**config.mk**
```make
export PLATFORM = sky130hd
export DESIGN_NAME = micro_waves_input_conditioner
export DESIGN_NICKNAME = d
export VERILOG_FILES = /design/src/rtl/micro_waves_pkg.sv /design/src/rtl/micro_waves_debounce_bit.sv /design/src/rtl/micro_waves_input_conditioner.sv
export SDC_FILE = /design/constraint.sdc
export NUM_CORES = 1
export LEC_CHECK = 0
export CAP_MARGIN = 0
export CORE_UTILIZATION = 40
export CTS_CLUSTER_DIAMETER = 200
export CTS_CLUSTER_SIZE = 14
export DETAILED_ROUTE_END_ITERATION = 8
export PLACE_DENSITY = 0.6
export SKIP_LAST_GASP = 1
export SYNTH_ARGS = -nofsm -noshare
export SYNTH_HDL_FRONTEND = slang
export SYNTH_SLANG_ARGS = --single-unit
```
**constraint.sdc**
```tcl
create_clock -name clk -period 2.7 [get_ports clk]
set_input_delay 0.54 -clock clk [delete_from_list [all_inputs] [get_ports clk]]
set_output_delay 0.54 -clock clk [all_outputs]
set_load 0.005 [all_outputs]
```
**src/rtl/micro_waves_pkg.sv**
```systemverilog
// Shared types and reset constants for the microwave input conditioner.
// Optional INPUT_SYNC_EN adds a 2-flop synchronizer in front of all debouncers.
package micro_waves_pkg;

    localparam int KEY_W               = 10;
    localparam int CODE_W              = 4;
    localparam int RAW_W               = KEY_W + 4;
    localparam int DEBOUNCE_CYCLES_DEF = 16;

    typedef enum logic [1:0] {
        IDLE,
        DEBOUNCE,
        HELD,
        RELEASE
    } key_state_t;

    localparam logic [KEY_W-1:0]  KEYBOARD_RST = '0;
    localparam logic [CODE_W-1:0] KEY_CODE_RST = '0;
    localparam logic              BTN_RST      = 1'b1;
    localparam logic              DOOR_RST     = 1'b0;

    // Raw bundle order: {door, clearn, stopn, startn, keypad}
    localparam logic [RAW_W-1:0] RAW_RST =
        {DOOR_RST, BTN_RST, BTN_RST, BTN_RST, KEYBOARD_RST};

    function automatic logic is_onehot(input logic [KEY_W-1:0] v);
        return (v != '0) && ((v & (v - KEY_W'(1))) == '0);
    endfunction

    function automatic logic [CODE_W-1:0] key_index(input logic [KEY_W-1:0] v);
        logic [CODE_W-1:0] idx;
        idx = '0;
        for (int i = 0; i < KEY_W; i++) begin
            if (v[i]) idx = CODE_W'(i);
        end
        return idx;
    endfunction

endpackage

```
**src/rtl/micro_waves_debounce_bit.sv**
```systemverilog
// Single-bit debouncer: output follows the input only after
// DEBOUNCE_CYCLES consecutive differing samples.
module micro_waves_debounce_bit
    import micro_waves_pkg::*;
#(
    parameter int   DEBOUNCE_CYCLES = DEBOUNCE_CYCLES_DEF,
    parameter logic RST_VAL         = 1'b0
) (
    input  logic clk,
    input  logic reset,
    input  logic sample,
    output logic level
);

    localparam int            CW   = $clog2(DEBOUNCE_CYCLES + 1);
    localparam logic [CW-1:0] LAST = CW'(DEBOUNCE_CYCLES - 1);

    logic [CW-1:0] cnt;

    always_ff @(posedge clk) begin
        if (reset) begin
            level <= RST_VAL;
            cnt   <= '0;
        end else if (sample == level) begin
            cnt <= '0;
        end else if (cnt == LAST) begin
            level <= sample;
            cnt   <= '0;
        end else if (cnt != '1) begin
            cnt <= cnt + CW'(1);
        end
    end

endmodule

```
**src/rtl/micro_waves_input_conditioner.sv**
```systemverilog
// Keypad and button conditioner for the microwave controller.
// Define INPUT_SYNC_EN to insert a 2-flop synchronizer on every raw input.
module micro_waves_input_conditioner
    import micro_waves_pkg::*;
#(
    parameter int DEBOUNCE_CYCLES = DEBOUNCE_CYCLES_DEF
) (
    input  logic              clk,
    input  logic              reset,
    input  logic [KEY_W-1:0]  keypad_raw,
    input  logic              startn_raw,
    input  logic              stopn_raw,
    input  logic              clearn_raw,
    input  logic              door_closed_raw,
    output logic [KEY_W-1:0]  keyboard,
    output logic [CODE_W-1:0] key_code,
    output logic              key_valid,
    output logic              key_pulse,
    output logic              startn,
    output logic              stopn,
    output logic              clearn,
    output logic              door_closed
);

    localparam int            CW   = $clog2(DEBOUNCE_CYCLES + 1);
    localparam logic [CW-1:0] LAST = CW'(DEBOUNCE_CYCLES - 1);

    logic [RAW_W-1:0] raw_vec;
    logic [RAW_W-1:0] smp;
    logic [KEY_W-1:0] s;

    assign raw_vec = {door_closed_raw, clearn_raw, stopn_raw,
                      startn_raw, keypad_raw};

`ifdef INPUT_SYNC_EN
    logic [RAW_W-1:0] sync_q1;
    logic [RAW_W-1:0] sync_q2;

    always_ff @(posedge clk) begin
        if (reset) begin
            sync_q1 <= RAW_RST;
            sync_q2 <= RAW_RST;
        end else begin
            sync_q1 <= raw_vec;
            sync_q2 <= sync_q1;
        end
    end

    assign smp = sync_q2;
`else
    assign smp = raw_vec;
`endif

    assign s = smp[KEY_W-1:0];

    key_state_t        state, state_n;
    logic [CW-1:0]     cnt, cnt_n, cnt_inc;
    logic [KEY_W-1:0]  cand, cand_n;
    logic [KEY_W-1:0]  kb_n;
    logic [CODE_W-1:0] code_n;
    logic              valid_n;
    logic              pulse_n;

    assign cnt_inc = (cnt == '1) ? cnt : cnt + CW'(1);

    always_ff @(posedge clk) begin
        if (reset) begin
            state     <= IDLE;
            cnt       <= '0;
            cand      <= '0;
            keyboard  <= KEYBOARD_RST;
            key_code  <= KEY_CODE_RST;
            key_valid <= 1'b0;
            key_pulse <= 1'b0;
        end else begin
            state     <= state_n;
            cnt       <= cnt_n;
            cand      <= cand_n;
            keyboard  <= kb_n;
            key_code  <= code_n;
            key_valid <= valid_n;
            key_pulse <= pulse_n;
        end
    end

    always_comb begin
        state_n = state;
        cnt_n   = cnt;
        cand_n  = cand;
        kb_n    = keyboard;
        code_n  = key_code;
        valid_n = key_valid;
        pulse_n = 1'b0;
        unique case (state)
            IDLE: begin
                if (is_onehot(s)) begin
                    cand_n  = s;
                    cnt_n   = CW'(1);
                    state_n = DEBOUNCE;
                end
            end
            DEBOUNCE: begin
                if (s != cand) begin
                    state_n = IDLE;
                    cnt_n   = '0;
                end else if (cnt == LAST) begin
                    state_n = HELD;
                    cnt_n   = '0;
                    kb_n    = cand;
                    code_n  = key_index(cand);
                    valid_n = 1'b1;
                    pulse_n = 1'b1;
                end else begin
                    cnt_n = cnt_inc;
                end
            end
            HELD: begin
                if (s != cand) begin
                    state_n = RELEASE;
                    cnt_n   = CW'(1);
                end
            end
            RELEASE: begin
                // Returning to the held key is a bounce, not a new press.
                if (s == '0) begin
                    if (cnt == LAST) begin
                        state_n = IDLE;
                        cnt_n   = '0;
                        kb_n    = KEYBOARD_RST;
                        code_n  = KEY_CODE_RST;
                        valid_n = 1'b0;
                    end else begin
                        cnt_n = cnt_inc;
                    end
                end else if (s == cand) begin
                    state_n = HELD;
                    cnt_n   = '0;
                end else begin
                    cnt_n = CW'(1);
                end
            end
            default: begin
                state_n = IDLE;
                cnt_n   = '0;
            end
        endcase
    end

    micro_waves_debounce_bit #(
        .DEBOUNCE_CYCLES(DEBOUNCE_CYCLES),
        .RST_VAL        (BTN_RST)
    ) u_db_start (
        .clk   (clk),
        .reset (reset),
        .sample(smp[KEY_W]),
        .level (startn)
    );

    micro_waves_debounce_bit #(
        .DEBOUNCE_CYCLES(DEBOUNCE_CYCLES),
        .RST_VAL        (BTN_RST)
    ) u_db_stop (
        .clk   (clk),
        .reset (reset),
        .sample(smp[KEY_W+1]),
        .level (stopn)
    );

    micro_waves_debounce_bit #(
        .DEBOUNCE_CYCLES(DEBOUNCE_CYCLES),
        .RST_VAL        (BTN_RST)
    ) u_db_clear (
        .clk   (clk),
        .reset (reset),
        .sample(smp[KEY_W+2]),
        .level (clearn)
    );

    micro_waves_debounce_bit #(
        .DEBOUNCE_CYCLES(DEBOUNCE_CYCLES),
        .RST_VAL        (DOOR_RST)
    ) u_db_door (
        .clk   (clk),
        .reset (reset),
        .sample(smp[KEY_W+3]),
        .level (door_closed)
    );

endmodule

```
==> results.txt <==
The run finished with clean final reports. For this design, the slowest cell found on the critical path is clkdlybuf4s50_1. The design draws 0.00175 W. The initial antenna violation count came to 0.

The antenna diode instance count came out at 0. The smallest hold slack is 459 ps. The register bit total from synthesis came out at 57.

The number of buffer cells added on primary ports came out at 35. The category of the critical setup timing path is input pin to flip-flop. In the synthesized netlist the async set-or-reset flop fraction comes to 0%.

The via count of the first global-routing pass came to 2315. The worst-case IR drop observed on VDD is 0.000287 V. Following the worst setup path forward leads to its endpoint at keyboard[1]$_SDFFE_PP0P_. The register cell area after layout is 0.00114 sq mm. The final clock skew is 6.92 ps. Counting the fill cells in the layout gives 591.

The worst-case setup slack after placement came out at -16.8 ps. The die extent in y is 85.1 microns. The worst slew slack as a fraction of its limit came out at 50.1%. The number of warnings reported in the yosys synthesis log came out at 0. The net count reported at finish is 402.

The number of clock sinks came out at 57. The number of I/O pins is 36. The maximum number of buffers from clock root to sink is 2. The maximum number of pins on one net before global-route repair is 24. Setup repair after global routing left no endpoint under its margin. For this configuration, the core starts out at a cell density of 42.5%. Of all nets on the critical path, the largest fanout is 15. The distinct cell type count after synthesis came out at 46.

Across all register-to-register paths, the minimum setup slack is 750 ps. In the synthesized netlist the dominant register cell turns out to be dfxtp_1. Dividing total power by cell area gives a power density of 495 mW/mm^2.

The required time at the worst-slack endpoint came out at 2960 ps. The area occupied by multi-input gates is 0.00154 sq mm. The TritonCTS clock tree is yes. After clock tree synthesis, the flow added hold-fix buffers numbering 0. The H-tree depth reported by CTS is 3. The first-pass GRT wire length came out at 10500 microns.

The die footprint is 0.00724 sq mm. Global routing finished with a remaining overflow of 0. Routability-driven placement finished with a final weighted congestion of 0.794. The clock transition time at the flip-flop clock pins of the worst setup and hold paths is 60 ps. The count of TritonRoute iterations in the first routing pass is 4. The start point of the critical path is keypad_raw[8]. The final number of max-transition violations is 0. After synthesis, the cell types taking the most area are dfxtp_1 41%, mux2i_1 6.5%, nor2_1 6.5%.

The largest stage delay on the critical path is 490 ps. Buffers added to address setup during post-CTS repair amount to 0. Among the stages of the critical path, the cell type that occurs most often is buf_4. The final layout contains routed wiring with a total length of 5850 microns. The net count of the mapped netlist is 342. The path class of the tightest hold or removal check is flip-flop to flip-flop. The total number of cells along the worst setup path is 10. The part of the Yosys area used for sequential elements is 41.3%. The core outline area is 0.00649 sq mm.

The post-synth design cell area is 0.00276 sq mm. The worst setup path is launched from an input pin. The fraction of post-synthesis cell area in the top cell type by area is 41.3%. The placement row count is 29. The number of instances resized during post-cts repair is 0.

In this run the critical register-to-register path is captured at keyboard[1]$_SDFFE_PP0P_. Dividing the detail-routed wire length by the instance count gives 12.9 microns. The total routing usage reported by global routing is 18.4%. In this run, CTS created clock tree buffers numbering 9.

The static leakage power came out at 1.47 nW. STA classifies the critical path endpoint as a flip-flop. The count of cells along the worst register-to-register path came out at 8.

The final worst-path cycle share came out at 87.9%. The achievable frequency came out at 0.422 GHz. Synthesis produced 313 cells.

The worst path buffer plus inverter count came out at 4. In this run the horizontal extent of the chip is 85.1 microns. For this run, design rule violations remaining after detail routing come to 0.

The tool flagged a number of max-cap violations equal to 0. The remaining number of nets flagged by the antenna check after routing came out at 0. After legalization and detailed placement, the total HPWL measured 4310 microns. For the pin with the worst max-slew slack, the measured transition is 749 ps. The per-cell via count in the routed design is 5.17.

At the later pin of the worst-skew pair, clock insertion delay measures 330 ps. The share of cells above drive strength 1 came out at 11.7%. The synthesized design contains 0 enable-type register cells. Among cell families on the critical path, the largest total delay comes from buffers and inverters.

Data arrives at the worst endpoint at 2630 ps. Setup slack closes at 328 ps. dfxtp_1 takes more of the synthesized area than any other cell. Across all layers, the routed design uses 2346 vias.

The final count of hold timing violations is 0. Once layout is complete, the utilization of the core stands at 54.4%. The cell chosen for the clock root is clkbuf_8. The critical path goes through clkdlybuf4s50_1 -> buf_4 -> xor2_1 -> nor4_1 -> buf_4 -> nand4b_1 -> a21oi_2 -> buf_4 -> nand3_1 -> o21ai_0. Setup violations remaining at the end of the flow were counted as 0. The area overhead of the layout relative to synthesis came out at 27.9%. The per-instance average area after synthesis is 8.83 sq um. The number of design-rule violations left by the first detailed-router iteration came out at 105. The smallest clock period supported by the final layout is computed as 2370 ps. The start of the worst register-to-register path is cand[9]$_SDFFE_PP0P_.
-- worst register-to-register path: stages (launching register included) --
cell      delay (ps)
dfxtp_1          370
xor2_1           180
nor4_1           320
buf_4            180
nand4b_1         140
a21oi_2          240
buf_4            220
nand3_1          100
o21ai_0          110
-- area by class of cell --
cell class	instances	area share [%]
inverter	10	1.06
sequential	57	32.3
timing repair buffer	58	14.8
multi-input combinational	237	43.6
tap	77	2.73
clock inverter	3	1.13
clock buffer	12	4.39
-- cells in the final DEF, fill, tap and decap left out, types with 4 or more instances in the layout --
| cell type | count |
|---|---|
| nor2_1 | 48 |
| clkdlybuf4s50_1 | 35 |
| buf_4 | 23 |
| and3_1 | 4 |
| nor2b_1 | 4 |
| o21ai_0 | 14 |
| dfxtp_1 | 57 |
| mux2i_1 | 18 |
| a21oi_1 | 15 |
| nand2_1 | 28 |
| inv_1 | 8 |
| ha_1 | 13 |
| xor2_1 | 18 |
| nand4b_1 | 5 |
| clkbuf_8 | 11 |
| xnor2_1 | 8 |
| nand3_1 | 15 |
| a32o_1 | 4 |
| or3_1 | 7 |
-- how the worst min path moves through the flow --
stage | endpoint | cells after the start | startpoint
floorplan | key_valid$_SDFFE_PP0P_ | 2 | key_valid$_SDFFE_PP0P_
global placement | keyboard[1]$_SDFFE_PP0P_ | 2 | keyboard[1]$_SDFFE_PP0P_
detailed placement | keyboard[2]$_SDFFE_PP0P_ | 2 | keyboard[2]$_SDFFE_PP0P_
CTS | keyboard[2]$_SDFFE_PP0P_ | 2 | keyboard[2]$_SDFFE_PP0P_
global route | keyboard[8]$_SDFFE_PP0P_ | 2 | keyboard[8]$_SDFFE_PP0P_
finish | keyboard[2]$_SDFFE_PP0P_ | 2 | keyboard[2]$_SDFFE_PP0P_
-- synthesized netlist by cell type, types with 2 or more instances --
master / instances
nand4b_1: 5
clkbuf_1: 4
inv_1: 8
buf_4: 2
nand2_1: 28
o21ai_0: 14
xnor2_1: 8
a32o_1: 4
nor4_1: 3
or3_1: 7
and3_1: 4
o21bai_1: 3
nor2b_1: 4
nand2b_1: 3
o211ai_1: 2
nand3_1: 15
nor2_1: 48
mux2i_1: 18
ha_1: 13
nor3_1: 3
a211oi_1: 2
xor2_1: 18
a21oi_1: 15
buf_1: 2
a21oi_2: 2
or4_1: 2
dfxtp_1: 57
-- logic make-up (layout without fill, tap and decap cells) --
| group | after synthesis | count (layout) | share of synthesized area (%) |
|---|---|---|---|
| muxes | 18 | 18 | 6.52 |
| xor gates and xnor gates | 26 | 26 | 8.24 |
| DFF | 57 | 57 | 41.3 |
| adders and majority gates | 14 | 14 | 6.30 |
| buffers and inverters | 19 | 83 | 2.90 |
| AOI/OAI and AO/OA | 52 | 52 | 12.4 |
| and+or+nand+nor | 127 | 127 | 22.4 |
-- registers in the layout, indices dropped and copies added (netlist names) --
register / flops
u_db_door.cnt: 5
key_pulse: 1
key_code: 4
cand: 10
cnt: 5
key_valid: 1
u_db_clear.cnt: 5
u_db_stop.level: 1
u_db_start.cnt: 5
u_db_stop.cnt: 5
u_db_start.level: 1
u_db_clear.level: 1
keyboard: 10
state: 2
u_db_door.level: 1
-- power breakdown --
part           internal [W]  switching [W]
registers          0.000848     0.00000653
clock network      0.000468       0.000317
logic             0.0000540      0.0000547
-- routing by layer --
| metal | wire, microns | track usage (%) | vias up |
|---|---|---|---|
| li1 | - | - | 1218 |
| met1 | 2970 | 23.6 | 1078 |
| met2 | 2530 | 29.1 | 42 |
| met3 | 249 | 5.16 | 8 |
| met4 | 95 | 7.86 | 0 |
| met5 | 0 | 0 | - |
-- metrics by stage --
step	cell area [sq um]	cells	setup TNS (ps)
5_1_grt	3530	454	0
4_1_cts	3530	454	0
3_3_place_gp	3340	439	-6.09
6_report	3530	454	0
2_1_floorplan	2760	313	0
3_5_place_dp	3340	439	-33.0
Power figures use the tool's default switching activity.
